File: src/rtl/apb_req_arbiter.sv
// Round-robin arbiter/sequencer sharing one APB master transfer port among NREQ requesters.
// Latency: grant is combinational in IDLE, m_transfer from the next cycle, rsp_valid one cycle after m_done or timeout.
// Backpressure: one transaction in flight; req_ready stays low outside IDLE, so requesters hold req_valid until granted.
module apb_req_arbiter #(
    parameter int NREQ    = 4,
    parameter int ADDR_W  = 9,
    parameter int DATA_W  = 8,
    parameter int TIMEOUT = 16
) (
    input  logic                     pclk,
    input  logic                     preset,
    input  logic [NREQ-1:0]          req_valid,
    input  logic [NREQ-1:0]          req_write,
    input  logic [NREQ*ADDR_W-1:0]   req_addr,
    input  logic [NREQ*DATA_W-1:0]   req_wdata,
    output logic [NREQ-1:0]          req_ready,
    output logic [NREQ-1:0]          rsp_valid,
    output logic [DATA_W-1:0]        rsp_rdata,
    output logic                     rsp_err,
    output logic                     m_transfer,
    output logic                     m_read_write,
    output logic [ADDR_W-1:0]        m_write_paddr,
    output logic [DATA_W-1:0]        m_write_data,
    output logic [ADDR_W-1:0]        m_read_paddr,
    input  logic [DATA_W-1:0]        m_read_data,
    input  logic                     m_done
);

    localparam int PW = (NREQ > 1) ? $clog2(NREQ) : 1;
    localparam int TW = (TIMEOUT > 1) ? $clog2(TIMEOUT) : 1;
    localparam logic [PW-1:0] LAST_REQ = PW'(NREQ - 1);
    localparam logic [TW-1:0] TCNT_MAX = TW'(TIMEOUT - 1);

    typedef enum logic [1:0] {
        IDLE = 2'd0,
        BUSY = 2'd1,
        RESP = 2'd2
    } state_t;

    state_t            state;
    state_t            state_nxt;

    logic [PW-1:0]     ptr;        // first requester examined by the next search
    logic [PW-1:0]     win;        // round-robin winner this cycle
    logic              any_req;
    logic [PW-1:0]     owner;      // requester whose transaction is in flight
    logic [TW-1:0]     tcnt;       // 0-based count of BUSY cycles without m_done

    logic              accept;
    logic              busy_done;
    logic              busy_tmo;

    logic [ADDR_W-1:0] addr_arr  [NREQ];
    logic [DATA_W-1:0] wdata_arr [NREQ];

    // Wrap base+k into the requester range without a general modulo.
    function automatic logic [PW-1:0] rr_index(input logic [PW-1:0] base, input int k);
        int sum;
        sum = int'(base) + k;
        if (sum >= NREQ) begin
            sum = sum - NREQ;
        end
        return PW'(sum);
    endfunction

    // Unpack the flat requester buses into per-requester fields.
    for (genvar gi = 0; gi < NREQ; gi++) begin : g_unpack
        assign addr_arr[gi]  = req_addr[gi*ADDR_W +: ADDR_W];
        assign wdata_arr[gi] = req_wdata[gi*DATA_W +: DATA_W];
    end

    // Round-robin search: first valid requester at or after ptr, wrapping.
    always_comb begin
        win     = '0;
        any_req = 1'b0;
        for (int k = 0; k < NREQ; k++) begin
            if (!any_req && req_valid[rr_index(ptr, k)]) begin
                any_req = 1'b1;
                win     = rr_index(ptr, k);
            end
        end
    end

    // Next-state logic and the combinational accept strobe.
    always_comb begin
        state_nxt = state;
        accept    = 1'b0;
        busy_done = 1'b0;
        busy_tmo  = 1'b0;
        req_ready = '0;
        case (state)
            IDLE: begin
                if (any_req) begin
                    accept         = 1'b1;
                    req_ready[win] = 1'b1;
                    state_nxt      = BUSY;
                end
            end
            BUSY: begin
                // Completion takes priority over a timeout in the same cycle.
                if (m_done) begin
                    busy_done = 1'b1;
                    state_nxt = RESP;
                end else if (tcnt == TCNT_MAX) begin
                    busy_tmo  = 1'b1;
                    state_nxt = RESP;
                end
            end
            RESP: begin
                state_nxt = IDLE;
            end
            default: begin
                state_nxt = IDLE;
            end
        endcase
    end

    // State register.
    always_ff @(posedge pclk) begin
        if (preset) begin
            state <= IDLE;
        end else begin
            state <= state_nxt;
        end
    end

    // Round-robin pointer and owner of the in-flight transaction.
    always_ff @(posedge pclk) begin
        if (preset) begin
            ptr   <= '0;
            owner <= '0;
        end else if (accept) begin
            owner <= win;
            ptr   <= (win == LAST_REQ) ? '0 : win + 1'b1;
        end
    end

    // BUSY cycle counter, restarted on every accept.
    always_ff @(posedge pclk) begin
        if (preset) begin
            tcnt <= '0;
        end else if (accept) begin
            tcnt <= '0;
        end else if (state == BUSY && !busy_done && !busy_tmo) begin
            tcnt <= tcnt + 1'b1;
        end
    end

    // Master port: load the winner's fields on accept, hold through BUSY, clear on exit.
    always_ff @(posedge pclk) begin
        if (preset) begin
            m_transfer    <= 1'b0;
            m_read_write  <= 1'b0;
            m_write_paddr <= '0;
            m_write_data  <= '0;
            m_read_paddr  <= '0;
        end else if (accept) begin
            m_transfer    <= 1'b1;
            m_read_write  <= ~req_write[win];
            m_write_paddr <= req_write[win] ? addr_arr[win]  : '0;
            m_write_data  <= req_write[win] ? wdata_arr[win] : '0;
            m_read_paddr  <= req_write[win] ? '0 : addr_arr[win];
        end else if (busy_done || busy_tmo) begin
            m_transfer    <= 1'b0;
            m_read_write  <= 1'b0;
            m_write_paddr <= '0;
            m_write_data  <= '0;
            m_read_paddr  <= '0;
        end
    end

    // Response: one-cycle pulse to the owner; data/err hold until the next completion.
    always_ff @(posedge pclk) begin
        if (preset) begin
            rsp_valid <= '0;
            rsp_rdata <= '0;
            rsp_err   <= 1'b0;
        end else begin
            rsp_valid <= '0;
            if (busy_done) begin
                rsp_valid        <= '0;
                rsp_valid[owner] <= 1'b1;
                // m_read_write still reflects the in-flight direction here.
                rsp_rdata        <= m_read_write ? m_read_data : '0;
                rsp_err          <= 1'b0;
            end else if (busy_tmo) begin
                rsp_valid        <= '0;
                rsp_valid[owner] <= 1'b1;
                rsp_rdata        <= '0;
                rsp_err          <= 1'b1;
            end
        end
    end

endmodule

File: config.mk
export PLATFORM = sky130hd
export DESIGN_NAME = apb_req_arbiter
export DESIGN_NICKNAME = d
export VERILOG_FILES = /design/src/rtl/apb_req_arbiter.sv
export SDC_FILE = /design/constraint.sdc
export NUM_CORES = 1
export LEC_CHECK = 0
export CORE_ASPECT_RATIO = 2
export CORE_MARGIN = 1
export CORE_UTILIZATION = 43
export CTS_CLUSTER_SIZE = 20
export DETAILED_ROUTE_END_ITERATION = 10
export GPL_ROUTABILITY_DRIVEN = 0
export PLACE_DENSITY = 0.94
export SLEW_MARGIN = 20
export SYNTH_ARGS = -nofsm -noshare
export SYNTH_HDL_FRONTEND = slang
export SYNTH_SLANG_ARGS = --single-unit
File: constraint.sdc
create_clock -name pclk -period 3.9 [get_ports pclk]
set_input_delay 0.78 -clock pclk [delete_from_list [all_inputs] [get_ports pclk]]
set_output_delay 0.78 -clock pclk [all_outputs]
set_load 0.02 [all_outputs]
Word level (Yosys, flattened, before mapping)
Cells that the tools add are included.
{"block": "totals", "register_bits": 51, "input_bits": 87, "out_inout_bits": 45, "word_cells": 122}
{"block": "op_classes", "n_addsub": 9, "n_lt_le_gt_ge": 13, "n_eq_ne": 5, "mux": 62, "bitwise": 2, "reduce_logical": 19}
{"op": "$mux W8", "count": 8}
{"op": "$mux W9", "count": 7}
{"op": "$mux W2", "count": 12}
{"op": "$mux W1", "count": 21}
{"op": "$bmux W9 S2", "count": 1}
{"op": "$lt A2 B3 Y1 const B", "count": 6}
{"op": "$bmux W8 S2", "count": 1}
{"op": "$mux W4", "count": 4}
{"op": "$ge A3 B3 Y1 const B", "count": 4}
{"op": "$bmux W1 S2", "count": 5}
{"op": "$sub A2 B1 Y2 const B", "count": 4}
{"op": "$logic_and A1 B1 Y1", "count": 7}
{"op": "$add A2 B2 Y3 const B", "count": 2}
{"op": "$logic_not A1 Y1", "count": 5}
{"op": "$add A4 B1 Y4 const B", "count": 1}
{"op": "$demux W1 S2", "count": 2}
{"op": "$eq A4 B4 Y1 const B", "count": 1}
{"op": "$ge A2 B1 Y1 const B", "count": 2}
{"op": "$pmux W2 S2", "count": 1}
{"op": "$reduce_bool A2 Y1", "count": 2}
{"op": "$reduce_or A2 Y1", "count": 2}
{"op": "$add A2 B1 Y3 const B", "count": 1}
{"op": "$ge A2 B3 Y1 const B", "count": 1}
{"op": "$ne A3 B3 Y1 const B", "count": 1}
{"op": "other kinds (9)", "count": 9}

Logic depth before layout (Yosys ltp)
Gate-level depths: netlist (run 1).
{"block": "logic_depth", "word_depth": 20, "mapped_depth": 9, "ltp_nobuf": 7}

Worst setup path before layout (run 1)
Ideal clock, no wire load.
{"block": "synth_path", "path_kind": "input port to output port", "start": "input req_valid[3]", "end": "output req_ready[1]", "arrival_ns": 2.192, "required_time_ns": 3.120, "path_slack_ns": 0.928, "path_stages": 7, "path_buffers": 1, "cell_sequence": "nor2_1 > and4b_1 > nor2_4 > buf_6 > inv_1 > ha_1 > and2_1"}
{"block": "synth_via", "elab_chain_len": 18, "word_cells_on_any_way": 29, "cone_classes": "2 x order compare; 20 x mux; 7 x reduce/logical"}
{"item": "from (decl)", "line": "12", "text": "input logic [NREQ-1:0] req_valid,"}
{"item": "$bmux W1 S2", "line": "77", "text": "if (!any_req && req_valid[rr_index(ptr, k)]) begin"}
{"item": "$mux W1 (not written as such)", "line": "77"}
{"item": "$mux W1", "line": "77"}
{"item": "$logic_not A1 Y1", "line": "77"}
{"item": "$logic_and A1 B1 Y1", "line": "77"}
{"item": "$mux W1", "line": "77"}
{"item": "$logic_not A1 Y1", "line": "77"}
{"item": "$logic_and A1 B1 Y1", "line": "77"}
{"item": "(+3 left out)"}
{"item": "$mux W2 *", "line": "77"}
{"item": "net win[0]", "line": "44", "text": "logic [PW-1:0] win;"}
{"item": "$lt A2 B3 Y1 (not written as such) / $ge A2 B1 Y1 (equally long branches)", "line": "95", "text": "req_ready[win] = 1'b1;"}
{"item": "$logic_and A1 B1 Y1 (not written as such)", "line": "95"}
{"item": "$mux W1 (not written as such)", "line": "95"}
{"item": "$demux W1 S2 *", "line": "95"}
{"item": "$mux W4 *", "line": "93", "text": "if (any_req) begin"}
{"item": "$mux W4 *", "line": "91", "text": "case (state)"}
{"item": "to (decl)", "line": "16", "text": "output logic [NREQ-1:0] req_ready,"}
Mark *: on every way through the listed nets, which the timed path passes. The rest lies on a longest branch. The select of a mux whose other input is x is not followed.

Worst setup path after layout (run 1)
Ends and elaborated chain as after synthesis.

==> out/metrics.yaml, run 1 <==
finalSetupViolations: 0
power.total_uw: 1720
drt_iter0_markers: 126
path_buf_inv: 3
crit_required_ns: 3.12
die_h_um: 112
cts_tree: "built"
start_util_pct: 45.3
final_cell_mix: "clkdlybuf4s50_1 (129), dfxtp_1 (51), nor3_1 (32)"
drc_errors: 6
synth_nets: 374
start_kind: "input port"
maxSlewViolCount: 0
synth_warnings: 0
cp-end-kind: "output pin"
syn_area_per_cell_um2: 9.26
cts_max_path_buffers: 2
synth_cell_type_count: 46
syn_area_um2: 2610
async_flop_share_pct: 0
fin_worst_skew_ns: 0.00261
placed_area_um2: 3940
viasPerCell: 5.73
postLayoutCoreUtil_pct: 71.8
p_per_area_nw_per_um2: 416
crit_path_frequent_cell: "clkdlybuf4s50_1"
hold_path.class: "flip-flop to flip-flop"
htreeDepth: 2
relSlewSlack_pct: 42.8
die-area_um2: 6400
coreArea_um2: 5760
place_hpwl_um: 6090
fmax_mhz: 265
n_antenna_cell: 0
gr-usage-all-layers_pct: 24.3
worstPathCellList: "clkdlybuf4s50_1, nor2_1, and4b_1, nor2_4, inv_1, ha_1, and2_1, clkdlybuf4s50_1"
rsz0062_at_grt: "false"
grt_pass1_wl_um: 12300
ant_nets: 0
clk_pin_slew_ns: 0.07
cp_slowest_stage_delay_ns: 0.53
die_w_um: 57.1
p_leak_uw: 0.00170
outcome: "finished with violations"
design_area_um2: 4140
num_io_pins: 132
grt_max_degree: 45
post_drt_wl_per_cell_um: 16.7
cts_sinks: 51
ys_ff_latch: 51
numPortBuffers: 131
peakVddDrop_uv: 230
rows: 39
finalNetCount: 498
area_growth_pct: 58.4
violations: "design-rule violations"
synth_edf_count: 0
layout-drive-gt1-share_pct: 7.37
critPathKind: "input port to output pin"
cts_buffers: 5
fin_crit_ns: 3.77
hold_violations: 0
worstMarginPinSlew_ns: 0.858
period_share_pct: 96.6
critPathTopFamily: "buffers and inverters"
drt_pass1_iterations: 7
critPathSlowestCell: "clkdlybuf4s50_1"
clkLatencyLatePin_ns: 0.28
cp.arrival_ns: 2.99
holdWs_ns: 0.483
cp_max_fo: 5
grt_pass1_vias: 2676
global_route.overflow_total: 0
hold_buffers: 0
cts_root_buf: "clkbuf_16"
antenna_found_initial: 0
ys.flop_type: "dfxtp_1"
final_common_cell: "clkdlybuf4s50_1"
synthCells: 282
vias: 2683
drv_cap: 0
ys_seq_area_share_pct: 39.1
setup_tns_ns: 0
wl_um: 7800
cells by family after synthesis:
logic type | count (synthesis) | synth area share (%)
xor gates and xnor gates | 2 | 0.671
adders and majority gates | 5 | 2.40
AOI/OAI and AO/OA | 52 | 16.2
and+or+nand+nor | 114 | 23.2
muxes | 35 | 13.8
DFF | 51 | 39.1
buffers and inverters | 23 | 4.70
worst register-to-register path, stage by stage, from the launching register on:
cell and delay, ns:
dfxtp_1 0.35, nand2b_1 0.18, and4b_1 0.25, nor2_4 0.14, buf_4 0.47, mux2i_1 0.37, nor2_1 0.09, a221o_1 0.34
cells in the mapped netlist (2+ instances only):
library cell	n	area (µm²)
nand2b_1	5	31.3
inv_1	2	7.51
nor2b_1	3	18.8
a211o_1	9	78.8
dfxtp_1	51	1020
buf_2	5	25.0
or3_1	2	12.5
nor3_1	32	160
a221o_1	9	90.1
o21ai_1	2	10.0
and2_1	4	25.0
nor2_1	26	97.6
mux2i_1	27	270
and3_1	3	18.8
nand2_1	15	56.3
a22oi_1	8	60.1
nand3_1	12	60.1
a21oi_1	8	40.0
clkbuf_1	10	37.5
o311ai_1	8	70.1
nor4_1	2	12.5
ha_1	5	62.6
mux2_2	8	90.1
buf_6	4	45.0
state kept, by name, indices dropped and copies added, names as in the netlist:
| name | count |
|---|---|
| state | 2 |
| ptr | 2 |
| m_transfer | 1 |
| m_read_write | 1 |
| rsp_rdata | 8 |
| m_write_data | 8 |
| rsp_valid | 4 |
| tcnt | 4 |
| m_read_paddr | 9 |
| rsp_err | 1 |
| owner | 2 |
| m_write_paddr | 9 |
stage by stage:
stage / cells / worst slack (ns)
floorplan: 282 / 0.928
finish: 468 / 0.133
detailed placement: 460 / 0.0361
CTS: 468 / 0.0368
global placement: 460 / 0.138
global route: 468 / 0.0382
timing repair:
action                                  4_1_cts  5_1_grt
endpoints found under the setup margin        0        2
resized for setup                             0        2
buffers inserted                              0        0
worst paths after layout:
| path | from | endpoint | slack (ns) | cells past startpoint |
|---|---|---|---|---|
| max | req_valid[3] | req_ready[1] | 0.13 | 8 |
| min | m_read_paddr[3]$_SDFFE_PP0P_ | m_read_paddr[3]$_SDFFE_PP0P_ | 0.48 | 1 |
| min reg2reg | m_read_paddr[3]$_SDFFE_PP0P_ | m_read_paddr[3]$_SDFFE_PP0P_ | 0.48 | 1 |
| max reg2reg | ptr[0]$_SDFFE_PP0P_ | m_write_paddr[2]$_SDFFE_PP0P_ | 1.60 | 7 |
report_power, final:
part           switching [µW]  internal (µW)
Clock                     186            367
Combinational             286            276
Sequential               34.7            569
routing by layer:
layer	vias to the layer above	track usage (%)	routed length [µm]
met5	-	0	0
met4	0	10.4	294
met3	29	3.00	321
met2	115	47.5	4460
met1	1247	24.5	2730
li1	1292	-	-
final cells by class:
cell class                      count  area, µm²
Timing Repair Buffer              137       1360
Fill cell                         437       1620
Inverter                            3       11.3
Multi-Input combinational cell    208       1470
Sequential cell                    51       1020
Clock inverter                      3       67.6
Tap cell                           61       76.3
Clock buffer                        5        125
Note: power is estimated with default switching activity, not from simulation.
==> inputs of run 2 (changes only) <==
--- a/config.mk
+++ b/config.mk
@@ -12,6 +12,7 @@
 export DETAILED_ROUTE_END_ITERATION = 10
 export GPL_ROUTABILITY_DRIVEN = 0
 export PLACE_DENSITY = 0.94
+export SKIP_LAST_GASP = 1
 export SLEW_MARGIN = 20
 export SYNTH_ARGS = -nofsm -noshare
 export SYNTH_HDL_FRONTEND = slang
==> results of run 2 <==
Same layout as run 1: the final DEF is identical, and so are final timing and power.
==> inputs of run 3 (changes only) <==
--- a/config.mk
+++ b/config.mk
@@ -5,13 +5,16 @@
 export SDC_FILE = /design/constraint.sdc
 export NUM_CORES = 1
 export LEC_CHECK = 0
+export CAP_MARGIN = 20
 export CORE_ASPECT_RATIO = 2
 export CORE_MARGIN = 1
 export CORE_UTILIZATION = 43
 export CTS_CLUSTER_SIZE = 20
 export DETAILED_ROUTE_END_ITERATION = 10
 export GPL_ROUTABILITY_DRIVEN = 0
+export GPL_TIMING_DRIVEN = 0
 export PLACE_DENSITY = 0.94
+export SKIP_CTS_REPAIR_TIMING = 1
 export SKIP_LAST_GASP = 1
 export SLEW_MARGIN = 20
 export SYNTH_ARGS = -nofsm -noshare
==> run 3 against run 2 <==
The run still ends with design-rule violations left. Register-to-register slack lost 0.22 ns. Largest cell class unchanged. Non-clock buffer count rose by 15. Via count increased by 5.6%. Sequential cell count did not move. Clock-buffer cell count is the same. Sequential power hardly changed. First-iteration DRC count is 28% lower. Routed wire length up 8.9%. Maximum frequency fell by 2.1%. Die area unchanged. Sequential share of layout area is 0.35 points lower. Clock skew is 0.0021 ns higher.
==> out/metrics.yaml, run 3 (synthesis gave the netlist of run 1 again) <==
hp-start: "m_read_paddr[5]$_SDFFE_PP0P_"
antenna_found_initial: 0  # unchanged
drt_pass1_iterations: 7  # unchanged
start_kind: "input port"
numPortBuffers: 130  # -0.76%
drt_iter0_markers: 91  # -28%
hold_violations: 0  # unchanged
critPathKind: "input port to output pin"
outcome: "finished with violations"
p_leak_uw: 0.00175  # +2.6%
fmax_mhz: 260  # -2.1%
cts_root_buf: "clkbuf_16"
start_util_pct: 45.3  # unchanged
timing.rr.end: "m_write_data[0]$_SDFFE_PP0P_"
final_common_cell: "clkdlybuf4s50_1"
cp.arrival_ns: 3.07  # +0.08 ns
period_share_pct: 98.7  # +2.1 points
num_io_pins: 132  # unchanged
reg2reg_from: "tcnt[0]$_SDFFE_PP0P_"
maxSlewViolCount: 0  # unchanged
drv_cap: 0  # unchanged
relSlewSlack_pct: 58.1  # +15 points
rsz0062_at_grt: "false"
finalSetupViolations: 0  # unchanged
design_area_um2: 4200  # +1.5%
cp_max_fo: 10  # +5
postLayoutCoreUtil_pct: 72.9  # +1.0 points
hold_path.class: "flip-flop to flip-flop"
htreeDepth: 2  # unchanged
cp-end-kind: "output pin"
place_hpwl_um: 6620  # +8.8%
fin_crit_ns: 3.85  # +0.0814 ns
area_growth_pct: 60.7
rows: 39  # unchanged
drc_errors: 6  # unchanged
peakVddDrop_uv: 404  # +76%
n_antenna_cell: 0  # unchanged
cts_max_path_buffers: 2  # unchanged
crit_required_ns: 3.12  # about the same
clkLatencyLatePin_ns: 0.29  # about the same
gr-usage-all-layers_pct: 26.9  # +2.6 points
worstMarginPinSlew_ns: 0.627  # -0.231 ns
vias: 2833  # +5.6%
largest_registers: "m_read_paddr (9), m_write_paddr (9)"
ant_nets: 0  # unchanged
viasPerCell: 5.87  # +2.3%
fillCellCount: 427  # -2.3%
die-area_um2: 6400  # unchanged
placed_area_um2: 3990  # +1.3%
power.total_uw: 1700  # -0.84%
p_per_area_nw_per_um2: 406  # -2.3%
violations: "design-rule violations"
rrSetupSlack_ns: 1.38  # -0.22 ns
min_path_cells: 1  # unchanged
wl_um: 8500  # +8.9%
cts_buffers: 5  # unchanged
fin_cells: 483  # +3.2%
grt_max_degree: 18  # -60%
layout-drive-gt1-share_pct: 8.77  # +1.4 points
global_route.overflow_total: 0  # unchanged
die_w_um: 57.1  # unchanged
coreArea_um2: 5760  # unchanged
post_drt_wl_per_cell_um: 17.6  # +5.5%
rr_worst_depth: 7  # unchanged
cts_tree: "built"
grt_pass1_vias: 2957  # +11%
final_cell_mix: "clkdlybuf4s50_1 (127), dfxtp_1 (51), nor3_1 (31)"
dp_cells: 473  # +2.8%
min_to: "m_read_paddr[5]$_SDFFE_PP0P_"
cts_sinks: 51  # unchanged
fin_worst_skew_ns: 0.00467  # +0.00206 ns
holdWs_ns: 0.478  # -0.00545 ns
die_h_um: 112  # unchanged
clk_pin_slew_ns: 0.07  # about the same
grt_pass1_wl_um: 13400  # +9.0%
finalNetCount: 513  # +3.0%
-- run 3: changes by cell type in the layout (fill, tap and decap cells not counted), sizes merged --
cell	change
clkbuf	+10
buf	+6
clkdlybuf4s50	-2
bufinv	-1
clkinv	+1
clkinvlp	-1
dlymetal6s2s	+1
inv	+1
-- run 3: area by class of cell --
| cell class | count | area (µm²) | share of cell area [%] |
|---|---|---|---|
| plain buffers | 20 | 111 | 2.65 |
| repair buffers | 132 | 1320 | 31.6 |
| well taps | 61 | 76.3 | 1.82 |
| clock buffers | 5 | 125 | 2.98 |
| multi-input cells | 208 | 1480 | 35.3 |
| clock inverters | 3 | 47.5 | 1.13 |
| flip-flops and latches | 51 | 1020 | 24.3 |
| inverters | 3 | 11.3 | 0.268 |
-- run 3: report_power, final --
part / internal [µW] / switching, µW / total (µW)
clock: 306 / 201 / 507
sequential: 569 / 35.1 / 604
combinational: 293 / 301 / 593
total: 1170 / 537 / 1700
-- run 3: worst max path at each step --
stage                 startpoint           end  slack (ns)  depth (start not counted)
floorplan           req_valid[3]  req_ready[1]        0.93                          7
global placement    req_valid[3]  req_ready[1]       -0.23                          9
detailed placement  req_valid[1]  req_ready[3]       -0.28                          9
CTS                 req_valid[1]  req_ready[3]       -0.29                          9
global route        req_valid[3]  req_ready[0]        0.02                          6
finish              req_valid[3]  req_ready[0]        0.05                          6
-- run 3: through the flow --
stage                     setup TNS (ns)  setup WS, ns
final                                  0        0.0514
after global placement            -0.740        -0.231
after CTS                         -0.987        -0.292
after detailed placement          -0.936        -0.278
after global routing                   0        0.0204
after floorplan                        0         0.928
-- run 3: per-layer routing --
layer / vias to the layer above / global-route usage, % / share of wire, %
met5: - / 0 / 0
met4: 0 / 16.3 / 5.0
met2: 117 / 52.2 / 58
met1: 1353 / 24.4 / 32
li1: 1325 / - / -
met3: 38 / 4.61 / 4.6
-- run 3: worst max-delay path, stage by stage --
cell	delay, ns
clkdlybuf4s50_1	0.51
nor4_1	0.60
nor3_2	0.16
clkbuf_1	0.26
and2_1	0.22
clkdlybuf4s50_1	0.53
